**src/rtl/atm_session_ctrl_pkg.sv**
```systemverilog
// Shared types and constants for the ATM session controller.
package atm_pkg;

  localparam int unsigned NIBBLE_W = 4;

  localparam logic ACT_FIND = 1'b0;
  localparam logic ACT_AUTH = 1'b1;

  typedef enum logic [2:0] {
    StIdle     = 3'd0,
    StFind     = 3'd1,
    StChkAcc   = 3'd2,
    StPinEntry = 3'd3,
    StAuth     = 3'd4,
    StChkPin   = 3'd5,
    StSession  = 3'd6,
    StLocked   = 3'd7
  } atm_state_e;

  function automatic int unsigned max_u(input int unsigned a, input int unsigned b);
    return (a > b) ? a : b;
  endfunction

endpackage

```
**src/rtl/atm_session_ctrl_if.sv**
```systemverilog
// Keypad, authenticator and session signals of the ATM session controller.
// master: the controller; slave: keypad/authenticator/transaction side.
interface atm_session_ctrl_if;
  import atm_pkg::*;

  logic                key_valid;
  logic [NIBBLE_W-1:0] key_data;
  logic                key_enter;
  logic                key_cancel;
  logic [NIBBLE_W-1:0] auth_acc_number;
  logic [NIBBLE_W-1:0] auth_pin;
  logic                auth_action;
  logic                auth_deauth;
  logic                auth_success;
  logic [NIBBLE_W-1:0] auth_acc_index;
  logic                session_active;
  logic [NIBBLE_W-1:0] session_acc_index;
  logic                card_locked;
  logic                err_pulse;
  logic [2:0]          state_dbg;

  modport master (
    input  key_valid, key_data, key_enter, key_cancel, auth_success, auth_acc_index,
    output auth_acc_number, auth_pin, auth_action, auth_deauth,
    output session_active, session_acc_index, card_locked, err_pulse, state_dbg
  );

  modport slave (
    output key_valid, key_data, key_enter, key_cancel, auth_success, auth_acc_index,
    input  auth_acc_number, auth_pin, auth_action, auth_deauth,
    input  session_active, session_acc_index, card_locked, err_pulse, state_dbg
  );

endinterface

```
**src/rtl/atm_session_ctrl_cycle_counter.sv**
```systemverilog
// Clearable/loadable cycle counter with terminal count at LIMIT-1 (wraps to 0).
module atm_cycle_counter #(
  parameter int unsigned WIDTH = 8,
  parameter int unsigned LIMIT = 16
) (
  input  logic             clk,
  input  logic             rst_n,
  input  logic             clr_i,
  input  logic             load_i,
  input  logic [WIDTH-1:0] load_val_i,
  input  logic             en_i,
  output logic             tc_o
);

  logic [WIDTH-1:0] cnt_q, cnt_d;

  assign tc_o = (cnt_q == WIDTH'(LIMIT - 1));

  // Next count: clear beats load beats increment.
  always_comb begin
    cnt_d = cnt_q;
    if (clr_i) begin
      cnt_d = '0;
    end else if (load_i) begin
      cnt_d = load_val_i;
    end else if (en_i) begin
      cnt_d = tc_o ? '0 : cnt_q + WIDTH'(1);
    end
  end

  // Count register, synchronous active-low reset.
  always_ff @(posedge clk) begin
    if (!rst_n) cnt_q <= '0;
    else        cnt_q <= cnt_d;
  end

endmodule

```
**src/rtl/atm_session_ctrl.sv**
```systemverilog
// Keypad-facing login session FSM in front of the account authenticator.
// Optional inactivity timeout: define ATM_SESSION_TIMEOUT_EN.
module atm_session_ctrl
  import atm_pkg::*;
#(
  parameter int unsigned MAX_TRIES      = 3,
  parameter int unsigned LOCK_CYCLES    = 5000,
  parameter int unsigned TIMEOUT_CYCLES = 1000
) (
  input logic               clk,
  input logic               rst_n,
  atm_session_ctrl_if.master bus
);

  localparam int unsigned CNT_W   = $clog2(max_u(LOCK_CYCLES, TIMEOUT_CYCLES)) + 1;
  localparam int unsigned TRIES_W = $clog2(MAX_TRIES + 1);

  atm_state_e          state_q, state_d;
  logic [NIBBLE_W-1:0] entry_q, entry_d;
  logic                entry_valid_q, entry_valid_d;
  logic [TRIES_W-1:0]  tries_q, tries_d, tries_inc;
  logic [NIBBLE_W-1:0] acc_q, acc_d;
  logic [NIBBLE_W-1:0] pin_q, pin_d;
  logic                action_q, action_d;
  logic                deauth_q, deauth_d;
  logic [NIBBLE_W-1:0] sess_idx_q, sess_idx_d;
  logic                err;
  logic                lock_tc;
  logic                timeout_tc;

  assign tries_inc = tries_q + TRIES_W'(1);

  atm_cycle_counter #(
    .WIDTH (CNT_W),
    .LIMIT (LOCK_CYCLES)
  ) u_lock_cnt (
    .clk        (clk),
    .rst_n      (rst_n),
    .clr_i      (state_q != StLocked),
    .load_i     (1'b0),
    .load_val_i ({CNT_W{1'b0}}),
    .en_i       (1'b1),
    .tc_o       (lock_tc)
  );

`ifdef ATM_SESSION_TIMEOUT_EN
  logic timed_state;
  logic any_key;

  assign timed_state = (state_q == StPinEntry) || (state_q == StSession);
  assign any_key     = bus.key_valid || bus.key_enter || bus.key_cancel;

  // Both timed states are entered from untimed ones, so the counter is already
  // zero on entry; clearing outside them covers the state-change restart.
  atm_cycle_counter #(
    .WIDTH (CNT_W),
    .LIMIT (TIMEOUT_CYCLES)
  ) u_timeout_cnt (
    .clk        (clk),
    .rst_n      (rst_n),
    .clr_i      (!timed_state || any_key),
    .load_i     (1'b0),
    .load_val_i ({CNT_W{1'b0}}),
    .en_i       (1'b1),
    .tc_o       (timeout_tc)
  );
`else
  assign timeout_tc = 1'b0;
`endif

  // Next-state, entry capture and authenticator drive; cancel > enter > valid.
  always_comb begin
    state_d       = state_q;
    entry_d       = entry_q;
    entry_valid_d = entry_valid_q;
    tries_d       = tries_q;
    acc_d         = acc_q;
    pin_d         = pin_q;
    action_d      = action_q;
    deauth_d      = 1'b0;
    sess_idx_d    = sess_idx_q;
    err           = 1'b0;

    case (state_q)
      StIdle: begin
        if (bus.key_cancel) begin
          entry_d       = '0;
          entry_valid_d = 1'b0;
        end else if (bus.key_enter && entry_valid_q) begin
          acc_d    = entry_q;
          action_d = ACT_FIND;
          state_d  = StFind;
        end else if (bus.key_valid) begin
          entry_d       = bus.key_data;
          entry_valid_d = 1'b1;
        end
      end
      StFind: state_d = StChkAcc;
      StChkAcc: begin
        if (bus.auth_success) begin
          state_d = StPinEntry;
        end else begin
          err     = 1'b1;
          state_d = StIdle;
        end
      end
      StPinEntry: begin
        if (bus.key_cancel) begin
          tries_d = '0;
          state_d = StIdle;
        end else if (bus.key_enter && entry_valid_q) begin
          pin_d    = entry_q;
          action_d = ACT_AUTH;
          state_d  = StAuth;
        end else if (bus.key_valid) begin
          entry_d       = bus.key_data;
          entry_valid_d = 1'b1;
        end else if (timeout_tc) begin
          tries_d = '0;
          state_d = StIdle;
        end
      end
      StAuth: state_d = StChkPin;
      StChkPin: begin
        if (bus.auth_success) begin
          sess_idx_d = bus.auth_acc_index;
          tries_d    = '0;
          state_d    = StSession;
        end else begin
          err     = 1'b1;
          tries_d = tries_inc;
          state_d = (tries_inc == TRIES_W'(MAX_TRIES)) ? StLocked : StPinEntry;
        end
      end
      StSession: begin
        if (bus.key_cancel || timeout_tc) begin
          deauth_d   = 1'b1;
          sess_idx_d = '0;
          pin_d      = '0;
          action_d   = ACT_FIND;
          state_d    = StIdle;
        end
      end
      StLocked: begin
        if (lock_tc) begin
          tries_d = '0;
          state_d = StIdle;
        end
      end
      default: state_d = StIdle;
    endcase

    // A half-typed entry never carries over into the next state.
    if (state_d != state_q) entry_valid_d = 1'b0;
  end

  // State and output registers, synchronous active-low reset.
  always_ff @(posedge clk) begin
    if (!rst_n) begin
      state_q       <= StIdle;
      entry_q       <= '0;
      entry_valid_q <= 1'b0;
      tries_q       <= '0;
      acc_q         <= '0;
      pin_q         <= '0;
      action_q      <= ACT_FIND;
      deauth_q      <= 1'b0;
      sess_idx_q    <= '0;
    end else begin
      state_q       <= state_d;
      entry_q       <= entry_d;
      entry_valid_q <= entry_valid_d;
      tries_q       <= tries_d;
      acc_q         <= acc_d;
      pin_q         <= pin_d;
      action_q      <= action_d;
      deauth_q      <= deauth_d;
      sess_idx_q    <= sess_idx_d;
    end
  end

  assign bus.auth_acc_number   = acc_q;
  assign bus.auth_pin          = pin_q;
  assign bus.auth_action       = action_q;
  assign bus.auth_deauth       = deauth_q;
  assign bus.session_active    = (state_q == StSession);
  assign bus.session_acc_index = sess_idx_q;
  assign bus.card_locked       = (state_q == StLocked);
  assign bus.err_pulse         = err;
  assign bus.state_dbg         = state_q;

endmodule

```
**src/flat_wrapper.sv**
```systemverilog
// flat-port wrapper written by rule: the top's interface ports become plain ports
module atm_session_ctrl_flat import atm_pkg::*;
#(
  parameter int unsigned MAX_TRIES      = 3,
  parameter int unsigned LOCK_CYCLES    = 5000,
  parameter int unsigned TIMEOUT_CYCLES = 1000
)
  (clk, rst_n, bus_key_valid, bus_key_data, bus_key_enter, bus_key_cancel, bus_auth_success, bus_auth_acc_index, bus_auth_acc_number, bus_auth_pin, bus_auth_action, bus_auth_deauth, bus_session_active, bus_session_acc_index, bus_card_locked, bus_err_pulse, bus_state_dbg);
  atm_session_ctrl_if bus_i ();
  input logic clk;
  input logic rst_n;
  input wire logic [$bits(bus_i.key_valid)-1:0] bus_key_valid;
  input wire logic [$bits(bus_i.key_data)-1:0] bus_key_data;
  input wire logic [$bits(bus_i.key_enter)-1:0] bus_key_enter;
  input wire logic [$bits(bus_i.key_cancel)-1:0] bus_key_cancel;
  input wire logic [$bits(bus_i.auth_success)-1:0] bus_auth_success;
  input wire logic [$bits(bus_i.auth_acc_index)-1:0] bus_auth_acc_index;
  output wire logic [$bits(bus_i.auth_acc_number)-1:0] bus_auth_acc_number;
  output wire logic [$bits(bus_i.auth_pin)-1:0] bus_auth_pin;
  output wire logic [$bits(bus_i.auth_action)-1:0] bus_auth_action;
  output wire logic [$bits(bus_i.auth_deauth)-1:0] bus_auth_deauth;
  output wire logic [$bits(bus_i.session_active)-1:0] bus_session_active;
  output wire logic [$bits(bus_i.session_acc_index)-1:0] bus_session_acc_index;
  output wire logic [$bits(bus_i.card_locked)-1:0] bus_card_locked;
  output wire logic [$bits(bus_i.err_pulse)-1:0] bus_err_pulse;
  output wire logic [$bits(bus_i.state_dbg)-1:0] bus_state_dbg;
  assign bus_i.key_valid = bus_key_valid;
  assign bus_i.key_data = bus_key_data;
  assign bus_i.key_enter = bus_key_enter;
  assign bus_i.key_cancel = bus_key_cancel;
  assign bus_i.auth_success = bus_auth_success;
  assign bus_i.auth_acc_index = bus_auth_acc_index;
  assign bus_auth_acc_number = bus_i.auth_acc_number;
  assign bus_auth_pin = bus_i.auth_pin;
  assign bus_auth_action = bus_i.auth_action;
  assign bus_auth_deauth = bus_i.auth_deauth;
  assign bus_session_active = bus_i.session_active;
  assign bus_session_acc_index = bus_i.session_acc_index;
  assign bus_card_locked = bus_i.card_locked;
  assign bus_err_pulse = bus_i.err_pulse;
  assign bus_state_dbg = bus_i.state_dbg;
  atm_session_ctrl #(.MAX_TRIES(MAX_TRIES), .LOCK_CYCLES(LOCK_CYCLES), .TIMEOUT_CYCLES(TIMEOUT_CYCLES)) u_core (.clk(clk), .rst_n(rst_n), .bus(bus_i));
endmodule
```
**config.mk**
```make
export PLATFORM = sky130hd
export DESIGN_NAME = atm_session_ctrl_flat
export DESIGN_NICKNAME = d
export VERILOG_FILES = /design/src/rtl/atm_session_ctrl_pkg.sv /design/src/rtl/atm_session_ctrl_if.sv /design/src/rtl/atm_session_ctrl_cycle_counter.sv /design/src/rtl/atm_session_ctrl.sv /design/src/flat_wrapper.sv
export SDC_FILE = /design/constraint.sdc
export NUM_CORES = 1
export LEC_CHECK = 0
export ABC_AREA = 1
export CORE_MARGIN = 2
export CORE_UTILIZATION = 45
export CTS_BUF_LIST = sky130_fd_sc_hd__clkbuf_8 sky130_fd_sc_hd__clkbuf_16
export CTS_CLUSTER_DIAMETER = 80
export DETAILED_ROUTE_END_ITERATION = 12
export GPL_ROUTABILITY_DRIVEN = 1
export GPL_TIMING_DRIVEN = 0
export MAX_ROUTING_LAYER = met4
export PLACE_DENSITY = 0.73
export SYNTH_ARGS = -nofsm -noshare
export SYNTH_HDL_FRONTEND = slang
export SYNTH_SLANG_ARGS = --single-unit
```
**constraint.sdc**
```tcl
create_clock -name clk -period 1.3 [get_ports clk]
set_input_delay 0.26 -clock clk [delete_from_list [all_inputs] [get_ports clk]]
set_output_delay 0.26 -clock clk [all_outputs]
set_load 0.01 [all_outputs]
```
; Yosys cells after proc, flatten, opt, wreduce, memory -nomap -nowiden
; Index checks and enable logic that the tools add are counted.
[op_classes]
addsub = 2
n_mul = 0
n_div = 0
magnitude_cmp = 0
n_eq_ne = 19
shift = 0
muxes = 39
bitwise = 2
reduce_logical = 17
[op_table]
columns = operator, count
row1 = 2-to-1 mux 4 bit, 8
row2 = 2-to-1 mux 3 bit, 8
row3 = one-hot mux 3 bit (8 select lines), 1
row4 = one-hot mux 4 bit (2 select lines), 3
row5 = "adder 14 x 1 -> 14 bit, second input constant", 1
row6 = "== test 14 x 13 -> 1 bit, second input constant", 1
row7 = "== test 3 bit, second input constant", 4
row8 = 2-to-1 mux 1 bit, 12
row9 = "inequality test 2 bit, second input constant", 5
row10 = AND reduction 3 bit, 3
row11 = 2-to-1 mux 2 bit, 4
row12 = "== test 3 x 2 -> 1 bit, second input constant", 2
row13 = "inequality test 2 x 1 -> 1 bit, second input constant", 3
row14 = one-hot mux 2 bit (3 select lines), 1
row15 = AND reduction 6 bit, 1
row16 = nonzero test 2 bit, 3
row17 = nonzero test 3 bit, 2
row18 = AND reduction 2 bit, 2
row19 = AND reduction 4 bit, 1
row20 = OR reduction 2 bit, 2
row21 = "== test 3 x 1 -> 1 bit, second input constant", 1
row22 = zero test 3 bit, 1
row23 = inequality test 3 bit, 1
row24 = "inequality test 3 bit, second input constant", 1
row25 = 7 further kinds, 8
[totals]
reg_bits = 38
latchBits = 0
ram_bits = 0
rom_bits = 0
in_bits = 14
out_inout_bits = 20
elab_cells = 89
memories = 0

; Longest topological paths before layout
; Gate-level depths: netlist of the first run.
[logic_depth]
ltp_word = 7
ltp_mapped = 11
ltp_nobuf = 11

; Modules after synthesis
; From an unflattened synthesis of the first run, not the netlist that was laid out.
[hier_totals]
cells_unflattened = 311
area_unflattened_um2 = 2175.8
[by_module_without_submodules]
columns = mod, n_inst, cells_each, area_per_inst_um2, seq_area_each_um2
row1 = atm_session_ctrl, 1, 163, 1156.1, 480.5
row2 = atm_cycle_counter, 1, 148, 1019.7, 280.3

; Least setup slack after synthesis of the first run
; OpenSTA, ideal clock, no wires.
[synth_timing]
path_type = reg-to-reg
startpoint = register u_core.tries_q[0]
endpoint = register u_core.entry_valid_q
setup_time_ns = 0.111
t_arrival_ns = 1.213
t_required_ns = 1.189
path_slack_ns = -0.025
stages_incl_launch_ff = 10
n_path_buf = 0
synth_period_minus_slack_ns = 1.325
path_cell_list = dfxtp_1 > inv_1 > ha_1 > or2_2 > nand2_1 > nand2_1 > nor2_1 > nand4_1 > nand3_1 > nor2_1
[synth_between]
elab_chain_len = 7
[synth_rtl]
columns = item, line
row1 = from (decl), atm_session_ctrl.sv:21  ; logic [TRIES_W-1:0] tries_q, tries_d, tries_inc;
row2 = from (signal assigned), atm_session_ctrl.sv:173  ; tries_q <= tries_d;
row3 = adder 2 x 1 -> 2 bit, atm_session_ctrl.sv:31  ; assign tries_inc = tries_q + TRIES_W'(1);
row4 = == test 2 bit, atm_session_ctrl.sv:132  ; state_d = (tries_inc == TRIES_W'(MAX_TRIES)) ? StLocked : StPinEntry;
row5 = 2-to-1 mux 3 bit, atm_session_ctrl.sv:132
row6 = 2-to-1 mux 3 bit, atm_session_ctrl.sv:125  ; if (bus.auth_success) begin
row7 = one-hot mux 3 bit (8 select lines), atm_session_ctrl.sv:84  ; case (state_q)
row8 = inequality test 3 bit, atm_session_ctrl.sv:154  ; if (state_d != state_q) entry_valid_d = 1'b0;
row9 = OR reduction 2 bit (no source line), -
row10 = to (signal assigned), atm_session_ctrl.sv:172  ; entry_valid_q <= entry_valid_d;
row11 = to (decl), atm_session_ctrl.sv:20  ; logic entry_valid_q, entry_valid_d;
; No other way between the ends.
; A chain may end at the register's enable or synchronous reset.

; Worst setup path in the final report of the first run
[layout_timing]
startpoint = register u_core.state_q[0] (netlist: u_core.bus.state_dbg[0])
endpoint = register u_core.entry_valid_q
[layout_between]
elab_chain_len = 5
elab_cells_between_ends = 21
classes_between = eq/ne (9) / mux (8) / reduce/logical (4)
[layout_rtl]
columns = item, line
row1 = from (decl), atm_session_ctrl.sv:18  ; atm_state_e state_q, state_d;
row2 = from (signal assigned), atm_session_ctrl.sv:160  ; state_q <= StIdle;
row3 = from (signal assigned), atm_session_ctrl.sv:170  ; state_q <= state_d;
row4 = 2-to-1 mux 3 bit (on tied branches), "atm_session_ctrl.sv:111, atm_session_ctrl.sv:89"
row5 = 2-to-1 mux 3 bit (on tied branches), "atm_session_ctrl.sv:108, atm_session_ctrl.sv:86"
row6 = one-hot mux 3 bit (8 select lines), atm_session_ctrl.sv:84
row7 = inequality test 3 bit, atm_session_ctrl.sv:154
row8 = OR reduction 2 bit (no source line), -
; Several ways; a longest one is shown, not always the timed one.

==> results of run 1 <==
## metrics by stage
stage | setup WS (ns) | std cells | hold slack [ns] | TNS (ns) | util
after global routing | -0.243 | 374 | 0.341 | -4.96 | 0.716
after floorplan | 0.00615 | 255 | 0.423 | 0 | -
after CTS | -0.217 | 360 | 0.312 | -2.04 | 0.644
final | -0.182 | 374 | 0.315 | -2.59 | 0.716
after detailed placement | -0.494 | 337 | 0.444 | -10.98 | 0.564
after global placement | -0.513 | 337 | 0.440 | -10.56 | 0.564
## metal layers
layer | GRT usage | vias to the layer above | routed length (um)
met2 | 0.330 | 63 | 2530
li1 | - | 974 | -
met4 | 0.0791 | 0 | 93
met3 | 0.0533 | 9 | 250
met5 | - | - | 0
met1 | 0.271 | 899 | 2270
## logic make-up (layout without fill, tap and decap cells)
| kind of cell | Yosys count | after routing | share of synthesized area |
|---|---|---|---|
| AO/OA/AOI/OAI | 38 | 38 | 0.110 |
| XOR/XNOR | 2 | 2 | 0.00961 |
| adder cells (fa/ha/maj) | 2 | 2 | 0.0137 |
| buffers and inverters | 37 | 106 | 0.0858 |
| flip-flops | 38 | 38 | 0.417 |
| AND/OR/NAND/NOR | 138 | 138 | 0.364 |
## Yosys cell counts, types with 3 or more instances
master / count
sky130_fd_sc_hd__nand3_1: 20
sky130_fd_sc_hd__nand2_1: 43
sky130_fd_sc_hd__nor2_2: 4
sky130_fd_sc_hd__inv_2: 3
sky130_fd_sc_hd__nor2_4: 3
sky130_fd_sc_hd__nand3_2: 4
sky130_fd_sc_hd__o21ai_1: 4
sky130_fd_sc_hd__nand2_2: 5
sky130_fd_sc_hd__nor3_1: 8
sky130_fd_sc_hd__nand4_1: 7
sky130_fd_sc_hd__inv_1: 28
sky130_fd_sc_hd__a21oi_1: 21
sky130_fd_sc_hd__nor2_1: 39
sky130_fd_sc_hd__o21ai_0: 8
sky130_fd_sc_hd__dfxtp_1: 38
## state kept, by name (all words and copies together), names as in the netlist
name / cells
u_core.bus.auth_pin: 4
u_core.bus.state_dbg: 3
u_core.bus.auth_acc_number: 4
u_core.bus.session_acc_index: 4
u_core.entry_q: 4
u_core.bus.auth_action: 1
u_core.entry_valid_q: 1
u_core.tries_q: 2
u_core.u_lock_cnt.cnt_q: 14
u_core.bus.auth_deauth: 1
## worst reg2reg max path, cell delays in order (launching register included)
cell and delay, ns:
sky130_fd_sc_hd__dfxtp_2 0.33, sky130_fd_sc_hd__buf_6 0.12, sky130_fd_sc_hd__buf_4 0.15, sky130_fd_sc_hd__nand2_4 0.06, sky130_fd_sc_hd__nor2_4 0.11, sky130_fd_sc_hd__nand2_4 0.08, sky130_fd_sc_hd__nor2_4 0.16, sky130_fd_sc_hd__nor2_1 0.07
sky130_fd_sc_hd__nand4_1 0.09, sky130_fd_sc_hd__nand3_1 0.10, sky130_fd_sc_hd__nor2_1 0.14
## power groups by stage
stage          logic [mW]  clock network, mW  registers [mW]
2_1_floorplan       0.700                  0            1.42
3_3_place_gp         1.01                  0            1.40
3_5_place_dp         1.01                  0            1.40
4_1_cts              1.16              0.842            1.41
5_1_grt              1.56              0.898            1.42
6_report             1.43              0.834            1.41
## final timing paths
path | slack, ns | cells after the start | to
setup / recovery | -0.18 | 10 | u_core.entry_valid_q
hold / removal | 0.31 | 3 | u_core.bus.session_acc_index[0]
setup reg to reg | -0.18 | 10 | u_core.entry_valid_q
hold reg to reg | 0.45 | 2 | u_core.bus.auth_action
## what timing repair did
action	in CTS	in global routing
endpoints found under the setup margin	55	41
buffers inserted	14	15
pin swaps	6	14
gates resized for setup	79	49
gates cloned	1	0
endpoints found under the hold margin	0	0
## final cells by class
cell class	instances	area [um^2]
plain buffers	6	55.1
clock buffers	6	82.6
clock inverters	2	8.76
fillers	270	1120
inverters	31	121
multi-input cells	180	1170
flip-flops and latches	38	782
well taps	50	62.6
repair buffers	61	537
==> summary.md, run 1 <==
The tools report the starting density of the core as 0.462. Counting every sink on the clock net gives 38. Worst-margin pin slew: 0.368 ns.

Type of element launching the critical path: a flop. The top cell types in the final layout, fill and taps aside, are 37 x sky130_fd_sc_hd__nand2_1, 29 x sky130_fd_sc_hd__nor2_1, 29 x sky130_fd_sc_hd__dfxtp_1. STA puts the critical path data arrival time at 1.71 ns. STA classifies the critical path endpoint as a flop. Data on the critical path is required at its endpoint by 1.52 ns. The tools report the startpoint of the most critical hold path as bus_auth_success. The final worst-path setup slack is -0.182 ns.

The tools report the power dissipated by switching net loads as 1.38 mW. The tool flagged a number of max-cap violations equal to 0. The congestion estimate from routability-driven global placement came to 0.842. The run gives 185 as the initial detailed-routing violation count.

The number of endpoints failing setup at the final stage was 35; the largest stage delay on the critical path was 0.33 ns. The fraction of power spent switching nets came out at 0.376. The period utilization works out to 1.14.

The routed design has 5140 um of wire. The largest driver fanout on the critical path was 5; the sequential group share of total power was 0.384. With fillers left out, the area of the finished cells amounts to 2820 um^2. After synthesis, the cell types taking the most area are sky130_fd_sc_hd__dfxtp_1 42%, sky130_fd_sc_hd__nand2_1 8.9%, sky130_fd_sc_hd__nor2_1 8.0%, sky130_fd_sc_hd__a21oi_1 5.8%, sky130_fd_sc_hd__inv_1 5.8%.

The critical path starts at u_core.bus.state_dbg[0]. Via count of the first global-routing pass: 1611. The first global-routing pass estimated 7200 um of wire. The share of synthesized registers carrying an async set or reset was 0. Synthesis handed over a netlist of 255 instances. IR analysis of the VDD net gives a maximum drop of 0.982 mV. The area growth from synthesis to layout is 54.9%. For the final layout net count, the log shows 339. The initial antenna violation count was 0; the number of buffers on the longest clock path was 2. After clock tree synthesis, the flow added hold-fix buffers numbering 0.

In the synthesized netlist the dominant register cell turns out to be sky130_fd_sc_hd__dfxtp_1. The run finished, with violations left. The internal power of the cells totals 2.30 mW.

The number of pins exceeding their max-slew limit in the final report was 0. The run gives 0.417 as the post-synthesis sequential area ratio. The logs give 0 for the hold violation count in the final report and 1820 um^2 for the total standard cell area after synthesis.

The startpoint identified for the worst register-to-register timing path is u_core.bus.state_dbg[0]. Counting I/O delays and the setup requirement, the final critical path takes 1.48 ns. The clock network fraction of total power is 0.227, and the share of layout cells above drive strength 1 is 0.386.

The total half-perimeter wirelength after legalization and detailed placement is 2890 um. Fraction of post-synthesis cell area in the top cell type by area: 0.417. The post-layout total power came out at 3.68 mW. The worst-case headroom to the max-slew limit is 0.753.

The cell at the root of the clock tree was sky130_fd_sc_hd__clkbuf_8. Entering global routing, the biggest net connects 12 pins. The H-tree generated during clock tree synthesis spans 2 levels. The average wire length per cell after detail routing is 13.7 um. The logs give 0.29 ns for the source-to-sink clock delay at the later pin of the worst-skew pair and 0.00832 ns for the worst clock skew on the final layout. The signal on the critical path passes through buf_6, buf_4, nand2_4, nor2_4, nand2_4, nor2_4, nor2_1, nand4_1, nand3_1, nor2_1.

TritonCTS built the clock tree. The synthesis-stage register bit count is 38, and the chip width is 67.7 um. After clock tree synthesis, the clock-pin slew on the worst setup and hold paths is 0.08 ns.

The cell type of the slowest stage on the worst timing path is sky130_fd_sc_hd__dfxtp_2. The run gives 0.389 as the fraction of power consumed by combinational cells. Of all cell types, the one taking the most synthesized area is sky130_fd_sc_hd__dfxtp_1. The logs give 1945 for the count of vias placed by the detailed router and 5 for the number of buffers added by the clock tree synthesis step.

The post-detailed-route count of antenna-violating nets was 0. The checks that failed: setup timing. The critical path contains buffers and inverters numbering 2 combined.

The category of the critical setup timing path is reg -> reg. In this run the count of I/O pins placed on the die edge is 34. The number of synthesized flops with an enable pin came out at 0. Timing would allow up to 675 MHz. In this run the worst hold path is classified as in -> reg.

Global routing finished with a remaining overflow of 0. The library cell used most frequently in the layout, excluding fill and tap cells, is sky130_fd_sc_hd__nand2_1. Synthesis instantiated 29 different standard cells from the library. The post-synthesis net count is 271. After detailed routing, the number of remaining DRC violations is 0. Yosys printed 0 warnings.

The antenna diode count is 0, and the detailed-routing iteration count for the pre-antenna-repair pass is 4. The die height is 67.7 um, and the average size of a mapped cell is 7.15 um^2. The floorplan core area came out at 3940 um^2. In this run the power density over the cells is 1300 nW/um^2. The tools report the aggregate global-route resource usage as 0.214.

The cell family contributing the most delay on the critical path is simple AND/OR/NAND/NOR gates. After detailed routing, the number of vias per cell comes to 5.20. Leakage power: 1.19 nW. Setup repair after global routing could not meet its margin everywhere. The initialized floorplan defines 23 standard-cell rows. During placement, the flow inserted port buffers numbering 32.

The overall die area is 4580 um^2, and the instance area after placement is 2220 um^2.
Note: power is estimated with default switching activity, not from simulation.
==> inputs of run 2 (changes only) <==
- SLEW_MARGIN: default -> 0
==> results of run 2 <==
Final layout, timing and power as in run 1 (identical DEF).
